## src/rtl/bp_pkg.sv

```systemverilog
// Shared definitions for the branch predictor: 2-bit counter encodings and
// the saturating counter update used when training.
package bp_pkg;

  typedef logic [1:0] ctr_t;

  localparam ctr_t CTR_SNT   = 2'b00;
  localparam ctr_t CTR_WNT   = 2'b01;
  localparam ctr_t CTR_WT    = 2'b10;
  localparam ctr_t CTR_ST    = 2'b11;
  localparam ctr_t CTR_ALLOC = CTR_WT;
  localparam ctr_t CTR_RST   = CTR_WNT;

  function automatic ctr_t ctr_next(input ctr_t ctr, input logic taken);
    if (taken)
      return (ctr == CTR_ST) ? CTR_ST : ctr + 2'd1;
    else
      return (ctr == CTR_SNT) ? CTR_SNT : ctr - 2'd1;
  endfunction

endpackage

```

## src/rtl/bp_table.sv

```systemverilog
// Direct-mapped BTB storage: combinational fetch lookup, combinational probe
// for the D-stage PC, and one synchronous write port.
module bp_table
  import bp_pkg::*;
#(
  parameter int ENTRIES = 16,
  parameter int IDX_W   = 4,
  localparam int TAG_W  = 30 - IDX_W
) (
  input  logic             clk,
  input  logic             rst_n,
  input  logic [IDX_W-1:0] rd_idx,
  input  logic [TAG_W-1:0] rd_tag,
  output logic             rd_hit,
  output ctr_t             rd_ctr,
  output logic [29:0]      rd_tgt,
  input  logic [IDX_W-1:0] pr_idx,
  input  logic [TAG_W-1:0] pr_tag,
  output logic             pr_hit,
  output ctr_t             pr_ctr,
  output logic [29:0]      pr_tgt,
  input  logic             wr_en,
  input  logic [IDX_W-1:0] wr_idx,
  input  logic             wr_valid,
  input  logic [TAG_W-1:0] wr_tag,
  input  logic [29:0]      wr_tgt,
  input  ctr_t             wr_ctr
);

  logic             valid_q [ENTRIES];
  ctr_t             ctr_q   [ENTRIES];
  logic [TAG_W-1:0] tag_q   [ENTRIES];
  logic [29:0]      tgt_q   [ENTRIES];

  // Only valid/ctr are reset; stale tag/target are masked by valid=0.
  always_ff @(posedge clk or negedge rst_n) begin
    if (!rst_n) begin
      for (int i = 0; i < ENTRIES; i++) begin
        valid_q[i] <= 1'b0;
        ctr_q[i]   <= CTR_RST;
      end
    end else if (wr_en) begin
      valid_q[wr_idx] <= wr_valid;
      ctr_q[wr_idx]   <= wr_ctr;
    end
  end

  always_ff @(posedge clk) begin
    if (wr_en) begin
      tag_q[wr_idx] <= wr_tag;
      tgt_q[wr_idx] <= wr_tgt;
    end
  end

  assign rd_hit = valid_q[rd_idx] && (tag_q[rd_idx] == rd_tag);
  assign rd_ctr = ctr_q[rd_idx];
  assign rd_tgt = tgt_q[rd_idx];

  assign pr_hit = valid_q[pr_idx] && (tag_q[pr_idx] == pr_tag);
  assign pr_ctr = ctr_q[pr_idx];
  assign pr_tgt = tgt_q[pr_idx];

endmodule

```

## src/rtl/branch_pred.sv

```systemverilog
// Dynamic branch predictor: zero-latency BTB lookup for the next-PC mux,
// D-stage prediction registers, training and misprediction detection.
module branch_pred
  import bp_pkg::*;
#(
  parameter int ENTRIES = 16,
  parameter int IDX_W   = 4
) (
  input  logic        clk,
  input  logic        rst_n,
  input  logic [31:0] PC,
  input  logic        stall,
  input  logic        flush,
  input  logic [31:0] PC_D,
  input  logic        br_D,
  input  logic        taken_D,
  input  logic [31:0] target_D,
  output logic [31:0] PC_BP,
  output logic        BP_WR,
  output logic        pred_D,
  output logic [31:0] pred_tgt_D,
  output logic        mispred_D
);

  localparam int TAG_W = 30 - IDX_W;

  logic             rd_hit;
  ctr_t             rd_ctr;
  logic [29:0]      rd_tgt;
  logic             hit_D;
  ctr_t             pr_ctr;
  logic [29:0]      pr_tgt;
  logic             wr_en;
  logic             wr_valid;
  ctr_t             wr_ctr;
  logic [29:0]      wr_tgt;
  logic             unused_pc_d_lsb;

  assign unused_pc_d_lsb = ^PC_D[1:0];

  bp_table #(
    .ENTRIES (ENTRIES),
    .IDX_W   (IDX_W)
  ) u_table (
    .clk      (clk),
    .rst_n    (rst_n),
    .rd_idx   (PC[IDX_W+1:2]),
    .rd_tag   (PC[31:IDX_W+2]),
    .rd_hit   (rd_hit),
    .rd_ctr   (rd_ctr),
    .rd_tgt   (rd_tgt),
    .pr_idx   (PC_D[IDX_W+1:2]),
    .pr_tag   (PC_D[31:IDX_W+2]),
    .pr_hit   (hit_D),
    .pr_ctr   (pr_ctr),
    .pr_tgt   (pr_tgt),
    .wr_en    (wr_en),
    .wr_idx   (PC_D[IDX_W+1:2]),
    .wr_valid (wr_valid),
    .wr_tag   (PC_D[31:IDX_W+2]),
    .wr_tgt   (wr_tgt),
    .wr_ctr   (wr_ctr)
  );

  assign BP_WR = rd_hit & rd_ctr[1];
  assign PC_BP = BP_WR ? {rd_tgt, 2'b00} : PC + 32'd4;

  always_ff @(posedge clk or negedge rst_n) begin
    if (!rst_n) begin
      pred_D     <= 1'b0;
      pred_tgt_D <= 32'd0;
    end else if (flush) begin
      pred_D     <= 1'b0;
      pred_tgt_D <= 32'd0;
    end else if (!stall) begin
      pred_D     <= BP_WR;
      pred_tgt_D <= PC_BP;
    end
  end

  // Training: existing entries keep their target unless the branch was taken.
  always_comb begin
    wr_en    = 1'b0;
    wr_valid = 1'b1;
    wr_ctr   = pr_ctr;
    wr_tgt   = pr_tgt;
    if (!stall) begin
      if (br_D) begin
        if (hit_D) begin
          wr_en  = 1'b1;
          wr_ctr = ctr_next(pr_ctr, taken_D);
          if (taken_D) wr_tgt = target_D[31:2];
        end else if (taken_D) begin
          wr_en  = 1'b1;
          wr_ctr = CTR_ALLOC;
          wr_tgt = target_D[31:2];
        end
      end else if (pred_D) begin
        wr_en    = 1'b1;
        wr_valid = 1'b0;
      end
    end
  end

  always_comb begin
    mispred_D = 1'b0;
    if (!stall) begin
      if (br_D)
        mispred_D = taken_D ? (~pred_D | (target_D != pred_tgt_D)) : pred_D;
      else
        mispred_D = pred_D;
    end
  end

endmodule

```

## config.mk

```make
export PLATFORM = sky130hd
export DESIGN_NAME = branch_pred
export DESIGN_NICKNAME = d
export VERILOG_FILES = /design/src/rtl/bp_pkg.sv /design/src/rtl/bp_table.sv /design/src/rtl/branch_pred.sv
export SDC_FILE = /design/constraint.sdc
export NUM_CORES = 1
export LEC_CHECK = 0
export CORE_MARGIN = 4
export CORE_UTILIZATION = 25
export DETAILED_ROUTE_END_ITERATION = 12
export PLACE_DENSITY_LB_ADDON = 0.3
export SYNTH_ARGS = -nofsm -noshare
export SYNTH_HDL_FRONTEND = slang
export SYNTH_SLANG_ARGS = --single-unit
```

## constraint.sdc

```tcl
create_clock -name clk -period 10.67 [get_ports clk]
set_input_delay 2.134 -clock clk [delete_from_list [all_inputs] [get_ports clk]]
set_output_delay 2.134 -clock clk [all_outputs]
set_load 0.02 [all_outputs]
```

==> results.sh <==
export IMPL_hp_start="u_table.ctr_q[19]$_DFFE_PN0P_"
export IMPL_powerDensity_nw_per_um2=167.7
export IMPL_end_kind="output pin"
export IMPL_min_period_over_period=0.8673
export IMPL_synth_top_family_by_area="multiplexers"
export IMPL_hold_path_class="flip-flop to flip-flop"
export IMPL_start_util=0.2517
export IMPL_area_growth_syn_to_layout_pct=18.58
export IMPL_max_cap_violations=0
export IMPL_fp_row_count=152
export IMPL_dr_pass1_iters=5
export IMPL_crit_path_max_fanout=82
export IMPL_critPathRequiredTime_ns=8.54
export IMPL_grt_pass1_wl_um=195000
export IMPL_ir_worst_vdd_mv=0.1112
export IMPL_syn_area_sq_um=43280
export IMPL_root_buffer="clkbuf_16"
export IMPL_synth_xor_area_share=0.02044
export IMPL_antenna_found_initial=32
export IMPL_h_tree_depth=3
export IMPL_place_congestion=0.8081
export IMPL_clk_pin_slew_ns=0.06
export IMPL_post_cts_resized=0
export IMPL_clk_latency_ns=0.69
export IMPL_synth_cell_types=67
export IMPL_ios=169
export IMPL_crit_path_start="PC[3]"
export IMPL_worstMarginPinSlew_ns=1.150
export IMPL_setup_tns_ns=0
export IMPL_synthArstFlopShare=0.08291
export IMPL_max_freq_ghz=0.1081
export IMPL_die_area_sq_um=179800
export IMPL_cts_setup_buffers=0
export IMPL_ant_nets=0
export IMPL_drive_gt1_frac=0.2922
export IMPL_grt_overflow=0
export IMPL_wl_um=139300
export IMPL_nNetsFinal=2522
export IMPL_rsz0062_at_grt="false"
export IMPL_maxSlewHeadroom=0.2317
export IMPL_ys_ff_latch=977
export IMPL_die_y_um=424.1
export IMPL_core_sq_um=171900
export IMPL_synth_simple_area_share=0.03466
export IMPL_cts_sinks=977
export IMPL_syn_inst=2210
export IMPL_syn_nets=2313
export IMPL_first_iter_violations=2411
export IMPL_cts_tree="done"
export IMPL_p_leak_uw=0.01606
export IMPL_slew_violations=0
export IMPL_drc=0
export IMPL_critPathLaunchType="primary input"
export IMPL_dpl_cell_area_sq_um=47960
export IMPL_wire_per_inst_um=28.88
export IMPL_setup_viol=0
export IMPL_hold_buffers=0
export IMPL_synthFlopType="edfxtp_1"
export IMPL_grt_use_total=0.1525
export IMPL_min_period_ns=9.254
export IMPL_vias_per_cell=4.855
export IMPL_synth_seq_area_share=0.6690
export IMPL_yosys_warnings=0
export IMPL_port_buffers=166
export IMPL_synth_compound_area_share=0.03498
export IMPL_final_area_sq_um=51320
export IMPL_status="completed"
export IMPL_dp_hpwl_um=87660
export IMPL_fp_dieW_um=424.1
export IMPL_r2r_start="u_table.tag_q[9][13]$_DFFE_PP_"
export IMPL_numCtsBuffers=99
export IMPL_finalHoldViolCount=0
export IMPL_worstPathArrival_ns=7.12
export IMPL_grt_pass1_vias=23807
export IMPL_clockBufferDepth=3
export IMPL_via_count=23426
export IMPL_synthMuxAreaShare=0.2226
export IMPL_postSynthAreaPerCell_sq_um=19.58
export IMPL_critPathKind="primary input to output pin"
export IMPL_synth_edff_count=896
export IMPL_fin_worst_skew_ns=0.02529
export IMPL_synth_fa_ha_area_frac=0.0002891
export IMPL_grt_max_degree=124
cells by family after synthesis:
family,count (synthesis)
adders and majority gates,1
and+or+nand+nor,287
buffers and inverters,159
xor gates and xnor gates,101
DFF,977
AOI/OAI and AO/OA,193
muxes,492
worst paths after layout:
check	to	slack [ns]	cells after the start
min	u_table.ctr_q[19]$_DFFE_PN0P_	0.54	1
min reg2reg	u_table.ctr_q[19]$_DFFE_PN0P_	0.54	1
max reg2reg	u_table.tag_q[8][23]$_DFFE_PP_	4.98	10
max in group asynchronous	u_table.valid_q[1]$_DFFE_PN0P_	8.09	2
max	PC_BP[2]	1.42	9
min in group asynchronous	pred_tgt_D[28]$_DFFE_PN0P_	1.41	1
cell type report:
class / instances / area, sq um
inverter: 22 / 82.58
clock buffer: 126 / 2620
timing repair buffer: 245 / 2323
sequential: 977 / 28950
fill: 16950 / 120600
multi-input combinational: 1074 / 13720
tap: 2310 / 2890
antenna: 10 / 25.02
clock inverter: 61 / 709.4
power by group:
part	internal, uW	switching (uW)
clock	2070	1530
sequential	4240	36.8
combinational	316	426
total	6620	1990
cells in the final DEF, fill, tap and decap left out, drive strengths merged, types with 8 or more instances in the layout:
cell type,instances
a221oi,9
a21oi,38
o22ai,12
clkbuf,126
buf,87
o21ai,15
nor3,18
inv,25
mux4,371
bufinv,13
diode,10
mux2i,72
a22o,32
nand4,23
nor4,11
nor2,83
dfstp,16
nand2b,16
mux2,49
clkinv,42
clkdlybuf4s50,158
o31ai,8
xnor2,69
o22a,13
nand2,63
and3,9
xor2,32
a22oi,22
dfrtp,65
nor2b,9
edfxtp,896
nand3,25
synth_stat cells, types with 6 or more instances:
| master | n | area (sq um) |
|---|---|---|
| mux2_2 | 48 | 540.5 |
| nor2_1 | 73 | 274.0 |
| a21oi_1 | 18 | 90.09 |
| buf_4 | 15 | 112.6 |
| o22ai_1 | 12 | 75.07 |
| or4_1 | 6 | 45.04 |
| nand2_1 | 63 | 236.5 |
| a31oi_1 | 6 | 37.54 |
| nand3_1 | 25 | 125.1 |
| a22o_1 | 32 | 280.3 |
| dfrtp_1 | 65 | 1627 |
| and3_1 | 9 | 56.30 |
| o22a_1 | 13 | 113.9 |
| nor2_4 | 10 | 112.6 |
| and2_1 | 6 | 37.54 |
| buf_2 | 31 | 155.2 |
| nand4_1 | 23 | 143.9 |
| buf_1 | 25 | 93.84 |
| mux2i_1 | 72 | 720.7 |
| nor3_1 | 15 | 75.07 |
| nor2b_1 | 9 | 56.30 |
| nand2b_1 | 16 | 100.1 |
| edfxtp_1 | 896 | 26910 |
| xnor2_1 | 69 | 604.3 |
| xor2_1 | 32 | 280.3 |
| a22oi_1 | 22 | 165.2 |
| inv_1 | 21 | 78.83 |
| o31ai_1 | 8 | 60.06 |
| buf_6 | 12 | 135.1 |
| o21ai_0 | 14 | 70.07 |
| clkbuf_1 | 54 | 202.7 |
| nor4_1 | 11 | 68.82 |
| mux4_2 | 371 | 8356 |
| a221oi_1 | 9 | 78.83 |
| a21oi_2 | 20 | 175.2 |
| dfstp_2 | 16 | 420.4 |
through the flow:
| step | instances | hold slack, ns | setup WS, ns | power [uW] | utilization |
|---|---|---|---|---|---|
| floorplan | 2210 | 0.4874 | 3.106 | 4762 | - |
| global placement | 4628 | 0.5126 | 1.271 | 5105 | 0.2790 |
| detailed placement | 4628 | 0.5188 | 1.346 | 5107 | 0.2790 |
| CTS | 4815 | 0.5336 | 1.339 | 8701 | 0.2984 |
| global route | 4823 | 0.5476 | 1.085 | 8907 | 0.2985 |
| finish | 4825 | 0.5386 | 1.416 | 8607 | 0.2985 |
per-layer routing:
layer / GRT usage / vias up / share of wire
met4: 0.03847 / 10 / 0.022
met5: 0 / - / 0.00046
met2: 0.2583 / 762 / 0.51
li1: - / 9721 / -
met1: 0.2033 / 12746 / 0.42
met3: 0.02597 / 187 / 0.056
worst max-delay path, cell delays in order:
cell and delay, ns:
buf_8 0.57, buf_4 0.42, mux4_2 0.40, mux4_2 0.54, xor2_1 0.20, or4_1 0.53, or4_4 0.81, mux2i_1 0.60
clkdlybuf4s50_1 0.76
flip-flops by register name, indices dropped and copies added (netlist names):
name,cells
u_table.tag_q,416
pred_tgt_D,32
u_table.tgt_q,480
u_table.valid_q,16
pred_D,1
u_table.ctr_q,32
No activity file was read; power rests on OpenSTA's default activity.
